## src/rtl/jk_mod_counter_pkg.sv

```systemverilog
// Shared definitions for the JK-based modulo counter: JK command encodings
// and default counter geometry.
package jk_mod_counter_pkg;

  // {j, k} command applied to a JK cell on a clock edge.
  typedef enum logic [1:0] {
    JK_HOLD   = 2'b00,
    JK_RESET  = 2'b01,
    JK_SET    = 2'b10,
    JK_TOGGLE = 2'b11
  } jk_cmd_e;

  localparam int DEFAULT_WIDTH   = 4;
  localparam int DEFAULT_MODULUS = 10;

endpackage

```

## src/rtl/jk_cell.sv

```systemverilog
// Single JK flip-flop with synchronous active-high reset and the full JK
// truth table (hold, reset, set, toggle).
module jk_cell
  import jk_mod_counter_pkg::*;
(
  input  logic clk,
  input  logic rst,
  input  logic j,
  input  logic k,
  output logic q,
  output logic qn
);

  // NOTE: sequential state uses non-blocking assignments so every flop
  // samples pre-edge values regardless of process evaluation order.
  always_ff @(posedge clk) begin
    if (rst) begin
      q <= 1'b0;
    end else begin
      case (jk_cmd_e'({j, k}))
        JK_HOLD:   q <= q;
        JK_RESET:  q <= 1'b0;
        JK_SET:    q <= 1'b1;
        JK_TOGGLE: q <= ~q;
      endcase
    end
  end

  assign qn = ~q;

endmodule

```

## src/rtl/jk_mod_counter.sv

```systemverilog
// Loadable modulo-N up/down counter whose storage is one jk_cell per bit,
// excited with hold/set/reset only. Provides terminal count, wrap and
// out-of-range-load indications.
module jk_mod_counter
  import jk_mod_counter_pkg::*;
#(
  parameter int WIDTH   = DEFAULT_WIDTH,
  parameter int MODULUS = DEFAULT_MODULUS
) (
  input  logic             clk,
  input  logic             rst,
  input  logic             en,
  input  logic             load,
  input  logic             up,
  input  logic [WIDTH-1:0] d,
  output logic [WIDTH-1:0] q,
  output logic             tc,
  output logic             wrap,
  output logic             load_err
);

  // Largest legal count; comparing against this instead of MODULUS keeps all
  // arithmetic inside WIDTH bits even when MODULUS = 2**WIDTH.
  localparam logic [WIDTH-1:0] MAX_CNT = WIDTH'(MODULUS - 1);

  logic [WIDTH-1:0] nxt;
  logic [WIDTH-1:0] j_vec;
  logic [WIDTH-1:0] k_vec;
  logic [WIDTH-1:0] qn_vec;
  logic             load_ok;
  logic             at_top;
  logic             at_bottom;

  assign load_ok   = (d <= MAX_CNT);
  assign at_top    = (q == MAX_CNT);
  assign at_bottom = (q == '0);

  assign tc = en && !load && !rst && ((up && at_top) || (!up && at_bottom));

  // NOTE: every signal written here gets a default first, so no path can
  // leave it unassigned and infer a latch.
  always_comb begin
    nxt = q;
    if (load) begin
      nxt = load_ok ? d : '0;
    end else if (en) begin
      if (up) begin
        // Out-of-range values also fold back to zero when counting up.
        nxt = (q >= MAX_CNT) ? '0 : q + WIDTH'(1);
      end else begin
        nxt = at_bottom ? MAX_CNT : q - WIDTH'(1);
      end
    end
  end

  // Drive each cell with set or reset only where the bit must change.
  assign j_vec = nxt & qn_vec;
  assign k_vec = ~nxt & q;

  for (genvar i = 0; i < WIDTH; i++) begin : g_bit
    jk_cell u_cell (
      .clk (clk),
      .rst (rst),
      .j   (j_vec[i]),
      .k   (k_vec[i]),
      .q   (q[i]),
      .qn  (qn_vec[i])
    );
  end

  always_ff @(posedge clk) begin
    if (rst) begin
      wrap     <= 1'b0;
      load_err <= 1'b0;
    end else begin
      wrap     <= tc;
      load_err <= load && !load_ok;
    end
  end

endmodule

```

## config.mk

```make
export PLATFORM = sky130hd
export DESIGN_NAME = jk_mod_counter
export DESIGN_NICKNAME = d
export VERILOG_FILES = /design/src/rtl/jk_mod_counter_pkg.sv /design/src/rtl/jk_cell.sv /design/src/rtl/jk_mod_counter.sv
export SDC_FILE = /design/constraint.sdc
export NUM_CORES = 1
export LEC_CHECK = 0
export BUFFER_PORTS_ARGS = -buffer_cell sky130_fd_sc_hd__buf_2
export CAP_MARGIN = 20
export CORE_AREA = 5 5 42 44
export DETAILED_ROUTE_END_ITERATION = 10
export DIE_AREA = 0 0 47 49
export HOLD_SLACK_MARGIN = 0.12
export PLACE_DENSITY = 0.71
export SLEW_MARGIN = 20
export SYNTH_ARGS = -nofsm -noshare
export SYNTH_HDL_FRONTEND = slang
export SYNTH_HIERARCHICAL = 1
export SYNTH_SLANG_ARGS = --single-unit
```

## constraint.sdc

```tcl
create_clock -name clk -period 4.9 [get_ports clk]
set_clock_uncertainty 0.15 [all_clocks]
set_input_delay 0.49 -clock clk [delete_from_list [all_inputs] [get_ports clk]]
set_output_delay 0.49 -clock clk [all_outputs]
set_load 0.01 [all_outputs]
```

==> results of run 1 <==
==> report_power, final <==
part	switching (mW)	leakage (nW)	internal, mW
logic	0.0426	0.234	0.0338
registers	0.0121	0.0493	0.0540
clock network	0.0188	0.0138	0.0278
total	0.0735	0.297	0.116
==> cells in the mapped netlist, types with 2 or more instances <==
master,n
sky130_fd_sc_hd__o21ai_0,3
sky130_fd_sc_hd__nor3_1,2
sky130_fd_sc_hd__nor3b_1,2
sky130_fd_sc_hd__nor2b_1,4
sky130_fd_sc_hd__ha_1,3
sky130_fd_sc_hd__a311o_1,2
sky130_fd_sc_hd__nor2_1,11
sky130_fd_sc_hd__inv_1,10
sky130_fd_sc_hd__a211oi_1,4
sky130_fd_sc_hd__dfxtp_1,6
sky130_fd_sc_hd__o21a_1,2
sky130_fd_sc_hd__nand3b_1,2
sky130_fd_sc_hd__o22ai_1,2
sky130_fd_sc_hd__nor4_1,2
sky130_fd_sc_hd__a21oi_1,5
sky130_fd_sc_hd__nand2_1,3
sky130_fd_sc_hd__and2_1,2
sky130_fd_sc_hd__a31oi_1,4
==> how the worst max path moves through the flow <==
stage / start / end / cells past startpoint / slack, ps
floorplan: g_bit[0].u_cell/q$_SDFFE_PP0P_ / g_bit[1].u_cell/q$_SDFFE_PP0P_ / 8 / 2880
global placement: g_bit[0].u_cell/q$_SDFFE_PP0P_ / g_bit[1].u_cell/q$_SDFFE_PP0P_ / 8 / 2790
detailed placement: g_bit[0].u_cell/q$_SDFFE_PP0P_ / g_bit[1].u_cell/q$_SDFFE_PP0P_ / 8 / 2740
CTS: g_bit[0].u_cell/q$_SDFFE_PP0P_ / tc / 5 / 2550
global route: g_bit[1].u_cell/q$_SDFFE_PP0P_ / tc / 7 / 2410
finish: g_bit[0].u_cell/q$_SDFFE_PP0P_ / tc / 5 / 2560
==> per-stage QoR <==
step | setup slack [ps] | hold slack (ps) | area [µm²] | instances | total power [mW]
after floorplan | 2880 | 406 | 611 | 84 | 0.123
after global placement | 2790 | 446 | 689 | 113 | 0.142
after detailed placement | 2740 | 458 | 689 | 113 | 0.143
after CTS | 2550 | 367 | 712 | 116 | 0.192
after global routing | 2410 | 371 | 712 | 116 | 0.208
final | 2560 | 376 | 712 | 116 | 0.189
==> layer usage <==
| layer | part of all wire, % | vias up | global-route usage [%] |
|---|---|---|---|
| met2 | 47 | 23 | 20.8 |
| met3 | 5.8 | 2 | 5.54 |
| met4 | 0.91 | 0 | 2.76 |
| met5 | 0 | - | 0 |
| met1 | 46 | 297 | 18.4 |
| li1 | - | 342 | - |
==> state kept, by name, indices dropped and copies added (netlist names) <==
register	count
g_bit.u_cell/q	4
load_err	1
wrap	1
==> cell type report <==
type	instances	area, µm²	area share, %
Multi-Input combinational cell	66	437	61.3
Sequential cell	6	120	16.9
Timing Repair Buffer	15	75.1	10.5
Inverter	10	37.5	5.27
Clock buffer	3	22.5	3.16
Tap cell	16	20.0	2.81
==> logic make-up after synthesis <==
logic type,synth area share (%)
adders and majority gates,6.15
DFF,19.7
and+or+nand+nor,33.0
buffers and inverters,8.81
AOI/OAI and AO/OA,32.4
==> run summary, run 1 <==
The flow ran to the end, and the final reports show no timing, DRC or antenna violations. The wire length after detailed routing is 1.43 mm, and the average footprint of a synthesized cell is 7.27 µm². The H-tree level count came out at 1.

The floorplan step defined a die boundary enclosing 0.00230 mm². The worst setup path is of the flop to output pin kind. The arrival time at the worst endpoint was 1700 ps; the detailed-router iteration count before antenna repair was 6. The total count of hold-check failures in the final report was 0; the maximum fanout along the worst path was 11.

The transition at the pin with the smallest max-transition slack came out at 533 ps. The tools report the total DRC errors in the routed layout as 0. Summed over its instances, the top area cell type makes up 19.7% of the synthesized netlist area. For the number of unique standard cell types used by synthesis, the log shows 33. In this run the tightest slew margin relative to its limit is 63.6%.

16 I/O pins were placed. The number of cells on the worst hold path was 2. The slack of the worst reg-to-reg path is 2730 ps. The Yosys step of the flow raised 6 warnings. The share of the cycle needed by the critical path after routing was 47.7%. By area the synthesized netlist is led by sky130_fd_sc_hd__dfxtp_1 20%, sky130_fd_sc_hd__nor2_1 6.8%, sky130_fd_sc_hd__ha_1 6.1%, sky130_fd_sc_hd__inv_1 6.1%, sky130_fd_sc_hd__a211oi_1 4.9%. The critical path goes through inv_1 -> ha_1 -> a31oi_1 -> nor4_1 -> buf_2. Routability-driven placement finished with a final weighted congestion of 0.866. The fraction of layout instances using a drive strength above 1 works out to 22.0%.

The highest ir drop seen on vdd was 0.158 mV; the fmax was 0.428 GHz. After clock tree synthesis, the clock-pin slew on the worst setup and hold paths is 50 ps. The global route total overflow came out at 0. Synthesis produced a netlist with a net count of 96. The logs give 0 for the number of antenna violations at the first check in global routing and 0 for the max-capacitance violation count.

In this run, synthesis produced a sequential element count of 6. The mean number of vias per cell came out at 5.72. The most common cell after layout, fill and taps aside was sky130_fd_sc_hd__buf_2. The TritonCTS buffer count is 3. The max-slew violation count was 0.

The number of rows in the core area is 14, and the synthesized cell area is 611 µm². Counting both buffers and inverters, the worst setup path holds a total of 2. The final critical path time including I/O delays and setup works out to 2340 ps. In this run the critical register-to-register path is launched from g_bit[0].u_cell/q$_SDFFE_PP0P_.

For this configuration, the core starts out at a cell density of 43.6%. The worst flop-to-flop path endpoint was g_bit[1].u_cell/q$_SDFFE_PP0P_. In this run the vertical extent of the chip is 49 µm.

The number of synthesized flops with an enable pin was 0. Number of instances in the synthesized netlist: 84. The clock reaches the later pin of the worst-skew pair after 250 ps. Capturing element type of the critical path: an output pin. Global routing used 13.9% of the available tracks. In the final routed layout, each cell accounts on average for 12.3 µm. Setup repair after global routing left no endpoint under its margin.

The routed layout has 664 vias. The analysis attributes to cell leakage a power of 0.297 nW. The startpoint identified for the worst hold timing path is rst.

The worst-case reg-to-reg path depth works out to 8. The run gives 0 ps as the post-route setup TNS. Detailed placement ended at an HPWL of 1.13 mm. The worst setup path is launched from a flop.

For this design the ratio of total power to cell area is 266 mW/mm². In the layout the commonest cells are 15 x sky130_fd_sc_hd__buf_2, 11 x sky130_fd_sc_hd__nor2_1, 10 x sky130_fd_sc_hd__inv_1. For this run, the slowest stage of the critical path takes 510 ps. TritonCTS built the clock tree. The tree built by TritonCTS fans out to 6 sinks. Number of setup violations in the final report: 0. The worst hold path terminates at g_bit[0].u_cell/q$_SDFFE_PP0P_. The via count of the first global-routing pass is 554. The die is 47 µm wide. The kind of path behind the tightest hold check is input pin to flop. For this block, the initial DRC count from the detailed router was 3. Number of buffers added on ports: 15. The root buffer cell chosen for the clock tree is sky130_fd_sc_hd__clkbuf_4. The count of nets left with antenna violations once routing finished came out at 0.

The total of fill cells in the finished design was 140; the antenna diode count was 0. The largest individual stage delay along the critical path comes from the cell sky130_fd_sc_hd__dfxtp_1. The maximum root-to-sink buffer count was 2; the post-route core utilization was 50.8%. After clock tree synthesis, the repair step resized 0 gates. The area added between synthesis and finish was 16.6%.

The most used flip-flop cell after synthesis is sky130_fd_sc_hd__dfxtp_1. Sequential elements use 19.7% of the synthesized area. Area of the core: 0.00140 mm². Summed over all instances, the cell type with the most area after synthesis is sky130_fd_sc_hd__dfxtp_1. The maximum number of pins on one net before global-route repair was 15; the share of synthesized registers carrying an async set or reset was 0%. In this run the post-CTS setup repair buffer count came out at 0. The cell family contributing the most delay on the critical path is flip-flops. The first global-routing pass estimated 2.36 mm of wire. At the end of the flow, the number of nets in the layout was 114. After clock tree synthesis, the flow added hold-fix buffers numbering 0. At the worst endpoint, the required time is 4260 ps.
(Power assumes the default switching activity.)
==> run 2, diff against run 1 <==
clock period = 2.4 ns   (was 4.9 ns; I/O delays follow)
==> run 2 against run 1 <==
Effect of this change:
- flip-flop and latch count unchanged
- register-to-register slack got worse by 2300 ps
- highest routed layer unchanged
- setup slack got worse by 2100 ps
- sequential share of layout area decreased by 0.52 points
- routed wire length increased by 2.6%
- sequential power increased by 82%
- worst hold slack got worse by 260 ps
- non-clock buffer count increased by 3
- die area unchanged
- critical path depth unchanged
==> run summary, run 2 (synthesis gave the netlist of run 1 again) <==
The worst hold path terminates at g_bit[3].u_cell/q$_SDFFE_PP0P_. The flow ran to the end, and the final reports show no timing, DRC or antenna violations. Arrival time at the worst endpoint: 1570 ps (-130 ps). The tools report the global route total overflow as 0 (unchanged). The endpoint identified for the worst register-to-register timing path is g_bit[2].u_cell/q$_SDFFE_PP0P_. The cell area reported after detailed placement is 712 µm² (+3.3%).

The beginning of the worst register-to-register path is g_bit[0].u_cell/q$_SDFFE_PP0P_. The number of setup violations in the final report is 0 (unchanged), and the max-slew violation count is 0 (unchanged). The worst slack after detailed placement is 482 ps (-2260 ps), and the flip-flop count of the largest register, all copies and words added is 4 (unchanged). Timing would allow up to 0.510 GHz. The tools report the reported net switching power as 156 µW (+110%).

The number of cells on the worst hold path came out at 2 (unchanged). The worst hold path begins at rst. The top-level port count was 16 (unchanged); the stage delay of the slowest cell on the critical path was 520 ps (about the same). The post-route setup TNS is 0 ps (unchanged), and the height of the die is 49 µm (unchanged).

The tools report the via count of the first global-routing pass as 564 (+1.8%). STA classifies the critical path endpoint as an output pin. The tools report the antenna diode count as 0 (unchanged).

The maximum fanout along the worst path was 12 (+1); the total DRC errors in the routed layout was 0 (unchanged). The tools report the total die area as 0.00230 mm² (unchanged). The tools report the type of element launching the critical path as a flop. The tools report the detailed-router iteration count before antenna repair as 4 (-2).

The signal on the critical path passes through inv_1 -> nor3_1 -> a31oi_1 -> nor4_1 -> buf_2. The half-perimeter wire length of the detailed placement result was 1.13 mm (+0.18%); the maximum root-to-sink buffer count was 2 (unchanged). The number of nets with antenna violations after routing is 0 (unchanged), and the data required time of the critical path is 2010 ps (-2250 ps). The run gives 14.0% (+0.16 points) as the overall track demand over capacity in global routing.

Post-CTS setup buffer count: 0 (unchanged). Number of nets in the final layout: 117 (+2.6%). The run gives 1.46 mm (+2.6%) as the wire length after detailed routing. The maximum number of pins on one net before global-route repair came out at 14 (-1). Relative to the synthesized area, the layout overhead comes to 20.3%. The worst-case reg-to-reg path depth was 8 (unchanged); the first-pass GRT wire length was 2.44 mm (+3.5%).

Setup repair after global routing left no endpoint under its margin. The total count of hold-check failures in the final report is 0 (unchanged), and the mean number of vias per cell is 5.51 (-3.7%). TritonCTS built the clock tree. The tools report the library cell used as clock root buffer as sky130_fd_sc_hd__clkbuf_4. The TritonCTS buffer count was 3 (unchanged). The max-capacitance violation count was 0 (unchanged).

The slack of the worst reg-to-reg path was 470 ps (-2260 ps); the transition at the pin with the smallest max-transition slack was 512 ps (-20.5 ps). Met3 wire length: 127 µm (+53%). The setup path with the least slack is of type flop to output pin.

The internal power of the cells came out at 245 µW (+110%). Most common cell after layout, fill and taps aside: sky130_fd_sc_hd__buf_2. The number of rows in the core area was 14 (unchanged). Routed signal wires occupy layers up through met4. The largest registers in the layout are g_bit.u_cell/q x4, load_err x1, wrap x1. The routed metal-1 wire length is 645 µm (-1.4%). The total of fill cells in the finished design is 143 (+2.1%). The worst hold path belongs to the class input pin to flop. The sequential fraction of design power is 30.1% (-4.8 points), and the total power divided by cell area is 545 mW/mm² (+110%).

The share of the cycle needed by the critical path after routing works out to 81.8%. The power share of the clock group is 24.8% (+0.2 points), and the number of buffers added on ports is 15 (unchanged). The fraction of layout instances using a drive strength above 1 was 24.3% (+2.3 points). The die width is 47 µm (unchanged), and the area of all placed cells without fillers is 734 µm² (+3.2%). Leaving out fill and tap cells, the most frequent cells in the layout are 15 x sky130_fd_sc_hd__buf_2, 11 x sky130_fd_sc_hd__nor2_1, 10 x sky130_fd_sc_hd__inv_1. Broken down by cell family, the worst path's largest delay share belongs to flip-flops. The net switching fraction of the power was 38.9% (about the same); the latest clock arrival within the worst-skew pair was 250 ps (about the same).

The run gives 0 (unchanged) as the hold buffer count at CTS. For the H-tree level count, the log shows 1 (unchanged). Number of design-rule violations left by the first detailed-router iteration: 10 (+7). The count of buffering cells on the critical path with inverters included was 2 (unchanged). The routed length per instance was 12.3 µm (about the same). The tightest slew margin relative to the limit was 65.0% (+1.4 points). The number of sinks driven by the clock tree is 6 (unchanged). Final weighted congestion in routability-driven placement: 0.876 (+1.1%). The clock input transition at the sequential cells of the worst setup and hold paths came out at 50 ps (about the same). Worst-case setup margin in the final layout: 438 ps (-2130 ps). The highest ir drop seen on vdd was 0.362 mV (+130%).

The final critical path time including I/O delays and setup works out to 1960 ps. The detailed-routed wire length on met2 was 682 µm (+1.0%); the count of vias placed by the detailed router was 656 (-1.2%). Counting flops per register, the top entry is g_bit.u_cell/q. The largest individual stage delay along the critical path comes from the cell sky130_fd_sc_hd__dfxtp_1.

The tools report the number of gates resized after cts as 0 (unchanged). The number of antenna violations at the first check in global routing was 0 (unchanged); the initial cell density of the core was 43.6% (unchanged). The leakage dissipation is 0.312 nW (+5.3%). The logs give 0.00140 mm² (unchanged) for the area of the core and 45.1% (+4.7 points) for the part of the total power dissipated in combinational logic.
==> run 2: cell types whose count changed in the layout (fill, tap and decap cells not counted), sizes merged <==
cell  change
buf       +3
==> run 2: through the flow <==
stage                     cells  util, %  hold slack (ps)  power (mW)
after global placement      116     50.8              382       0.299
after global routing        119     52.4              129       0.437
after detailed placement    116     50.8              387       0.302
final                       119     52.4              116       0.400
after CTS                   119     52.4              124       0.402
after floorplan              84        -              166       0.250
==> run 2: worst max path at each step <==
stage / from / end / slack (ps) / depth (start not counted)
floorplan: g_bit[0].u_cell/q$_SDFFE_PP0P_ / g_bit[1].u_cell/q$_SDFFE_PP0P_ / 380 / 8
global placement: g_bit[0].u_cell/q$_SDFFE_PP0P_ / g_bit[2].u_cell/q$_SDFFE_PP0P_ / 550 / 8
detailed placement: g_bit[0].u_cell/q$_SDFFE_PP0P_ / g_bit[2].u_cell/q$_SDFFE_PP0P_ / 480 / 8
CTS: g_bit[3].u_cell/q$_SDFFE_PP0P_ / tc / 440 / 5
global route: g_bit[0].u_cell/q$_SDFFE_PP0P_ / g_bit[2].u_cell/q$_SDFFE_PP0P_ / 230 / 8
finish: g_bit[3].u_cell/q$_SDFFE_PP0P_ / tc / 440 / 5
==> run 2: final cells by class <==
| class | count | area [µm²] | area share [%] |
|---|---|---|---|
| clock buffer | 3 | 22.5 | 3.07 |
| multi-input combinational | 66 | 437 | 59.5 |
| inverter | 10 | 37.5 | 5.11 |
| timing repair buffer | 18 | 97.6 | 13.3 |
| tap | 16 | 20.0 | 2.73 |
| sequential | 6 | 120 | 16.4 |
==> run 2: per-layer routing <==
layer,vias to the layer above,track usage [%]
met1,288,19.2
li1,345,-
met2,21,20.6
met4,0,1.84
met5,-,0
met3,2,6.27
==> run 2: worst register-to-register path: stages (launching register included) <==
cell	delay, ps
sky130_fd_sc_hd__dfxtp_1	300
sky130_fd_sc_hd__inv_1	110
sky130_fd_sc_hd__ha_1	330
sky130_fd_sc_hd__nor2b_1	80
sky130_fd_sc_hd__a2111oi_0	500
sky130_fd_sc_hd__nand3b_1	170
sky130_fd_sc_hd__a21oi_1	40
sky130_fd_sc_hd__nor2_1	80
sky130_fd_sc_hd__a211oi_1	50
==> run 2: power by group through the flow <==
stage / registers [mW] / logic, mW / clock network, mW
floorplan: 0.134 / 0.117 / 0
global placement: 0.122 / 0.177 / 0
detailed placement: 0.123 / 0.179 / 0
CTS: 0.120 / 0.180 / 0.102
global route: 0.122 / 0.203 / 0.112
finish: 0.120 / 0.181 / 0.0992
==> run 3, diff against run 2 <==
clock period = 2 ns   (was 2.4 ns; I/O delays follow)
==> run 3 against run 2 <==
Effect of this change:
- critical path depth rose by 3
- global-route usage is 1.6 points higher
- sequential power grew 24%
- via count grew 6.9%
- flip-flop and latch count stayed put
- setup slack worse by 320 ps
- critical endpoint unchanged
- largest power group unchanged
==> run summary, run 3 (synthesis gave the netlist of run 1 again) <==
The run gives 0.781 (-11%) as the final weighted congestion in routability-driven placement. In the final layout, the registers with the most flip-flops are g_bit.u_cell/q x4, load_err x1, wrap x1. For the post-route setup TNS, the log shows 0 ps (unchanged). The type of element launching the critical path is a flop.

The number of setup violations in the final report was 0 (unchanged); the max-capacitance violation count was 0 (unchanged). In the finished design, the share of the clock period the worst path needs comes to 93.9%. The cell area reported after detailed placement came out at 721 µm² (+1.2%).

The kind of path behind the tightest hold check was input pin to flop. The logs give 123 (+3.4%) for the post-layout instance count excluding filler cells and 0 (unchanged) for the antenna diode count. The maximum fanout along the worst path works out to 3 (-9). Setup repair after global routing left no endpoint under its margin.

The logs give 0 (unchanged) for the total DRC errors in the routed layout and 1.16 mm (+2.6%) for the half-perimeter wire length of the detailed placement result. The clock input transition at the sequential cells of the worst setup and hold paths was 50 ps (about the same). Top register by number of flip-flops: g_bit.u_cell/q. The maximum number of pins on one net before global-route repair is 14 (unchanged). For this design, the slowest cell found on the critical path is sky130_fd_sc_hd__dfxtp_1. The total count of hold-check failures in the final report was 0 (unchanged). Most common cell after layout, fill and taps aside: sky130_fd_sc_hd__buf_2. The startpoint identified for the worst register-to-register timing path is g_bit[0].u_cell/q$_SDFFE_PP0P_. The total instance count after detailed placement is 117 (+0.86%).

The number of design-rule violations left by the first detailed-router iteration is 10 (unchanged), and the arrival time at the worst endpoint is 1530 ps (-40 ps). The area of the core was 0.00140 mm² (unchanged). The logs give 121 (+3.4%) for the number of nets in the final layout and 812 µm² (+11%) for the area of all placed cells without fillers.

The number of sinks driven by the clock tree was 6 (unchanged); the total power divided by cell area was 649 mW/mm² (+19%). For the H-tree level count, the log shows 1 (unchanged). The fmax was 0.532 GHz. The leakage dissipation is 0.333 nW (+6.7%), and the area added between synthesis and finish is 33.0%. Maximum root-to-sink buffer count: 2 (unchanged). The setup path with the least slack is of type flop to output pin. Height of the die: 49 µm (unchanged). Data required time of the critical path: 1650 ps (-360 ps). The transition at the pin with the smallest max-transition slack came out at 310 ps (-202 ps).

Total die area: 0.00230 mm² (unchanged). Stage delay of the slowest cell on the critical path: 310 ps (-210 ps). Number of buffers added on ports: 15 (unchanged).

Max-slew violation count: 0 (unchanged). The run gives 598 (+6.0%) as the via count of the first global-routing pass. The run gives 2.71 mm (+11%) as the first-pass GRT wire length.

For the detailed-router iteration count before antenna repair, the log shows 4 (unchanged). STA classifies the critical path endpoint as an output pin. The cell sitting at the root of the clock tree is a sky130_fd_sc_hd__clkbuf_4. For the top-level port count, the log shows 16 (unchanged).

The mean number of vias per cell was 5.70 (+3.4%); the tightest slew margin relative to the limit was 79.3% (+14 points). Counting stages on the worst path, the most repeated cell is sky130_fd_sc_hd__inv_2. Wire length after detailed routing: 1.65 mm (+13%). Routed length per instance: 13.4 µm (+9.2%). The run gives 701 (+6.9%) as the count of vias placed by the detailed router. The fraction of layout instances using a drive strength above 1 came out at 32.7% (+8.4 points). TritonCTS built the clock tree. The die width was 47 µm (unchanged). Walking the worst path, the cells encountered are inv_2 -> buf_4 -> ha_4 -> inv_2 -> nor3_2 -> a31oi_1 -> nor4_1 -> buf_2. The logs give 3 (unchanged) for the TritonCTS buffer count and 260 ps (about the same) for the latest clock arrival within the worst-skew pair.

The flip-flop count of the largest register, all copies and words added is 4 (unchanged), and the worst slack after detailed placement is 82.9 ps (-399 ps). The flow ran to the end, and the final reports show no timing, DRC or antenna violations. The logs give 14 (unchanged) for the number of rows in the core area and 0 (unchanged) for the number of antenna violations at the first check in global routing.

Leaving out fill and tap cells, the most frequent cells in the layout are 15 x sky130_fd_sc_hd__buf_2, 11 x sky130_fd_sc_hd__nor2_1, 8 x sky130_fd_sc_hd__inv_1. In this run the most critical hold path is launched from load. The initial cell density of the core is 43.6% (unchanged), and the worst-case setup margin in the final layout is 121 ps (-317 ps). The number of nets with antenna violations after routing came out at 0 (unchanged). For the highest ir drop seen on vdd, the log shows 0.349 mV (-3.4%). The tools report the overall track demand over capacity in global routing as 15.6% (+1.6 points). Tracing the worst setup path back leads to its startpoint at g_bit[1].u_cell/q$_SDFFE_PP0P_. The global route total overflow was 0 (unchanged). The worst path needs 1880 ps of the cycle, external delays included.
[run 3: cell count changes in the layout (fill, tap and decap cells not counted), sizes merged]
| cell | previous run | this run |
|---|---|---|
| dlygate4sd3 | 0 | 2 |
| buf | 18 | 20 |
[run 3: critical path: cells and delay by family (launching register included)]
kind,cells,cell delay (ps)
adders and majority gates,1,130
buffers and inverters,4,420
and+or+nand+nor,2,330
AOI/OAI and AO/OA,1,70
DFF,1,310
[run 3: cell type report]
class	count	area, µm²
inverter	10	37.5
sequential	6	123
multi-input combinational	66	473
tap	16	20.0
timing repair buffer	22	136
clock buffer	3	22.5
fill	130	589
[run 3: timing repair]
item / CTS / global route
hold endpoints to repair: 6 / 0
endpoints found under the setup margin: 0 / 4
hold buffers: 2 / 0
setup buffers: 0 / 1
resized for setup: 0 / 12
[run 3: worst paths after layout]
| check | slack (ps) | cells after the start | end |
|---|---|---|---|
| setup / recovery | 120 | 8 | tc |
| hold / removal | 160 | 2 | load_err$_SDFF_PP0_ |
| setup reg to reg | 200 | 7 | g_bit[1].u_cell/q$_SDFFE_PP0P_ |
| hold reg to reg | 390 | 1 | wrap$_SDFF_PP0_ |
[run 3: report_power, final]
group          leakage (nW)  switching, mW  internal, mW  total, mW
Sequential           0.0500         0.0155         0.133      0.149
Combinational         0.270          0.137         0.117      0.254
Clock                0.0138         0.0556        0.0687      0.124
Total                 0.333          0.208         0.319      0.527
[run 3: layer usage]
metal / part of all wire [%] / GRT usage (%) / vias up
met2: 47 / 21.9 / 23
met5: 0 / 0 / -
met4: 2.2 / 6.91 / 0
li1: - / - / 359
met1: 43 / 21.9 / 314
met3: 6.9 / 3.69 / 5
[run 3: stage by stage]
step	hold slack [ps]	util, %	power (mW)
2_1_floorplan	121	-	0.301
3_3_place_gp	334	51.4	0.363
3_5_place_dp	343	51.4	0.367
4_1_cts	153	54.5	0.496
5_1_grt	161	57.9	0.566
6_report	156	57.9	0.527
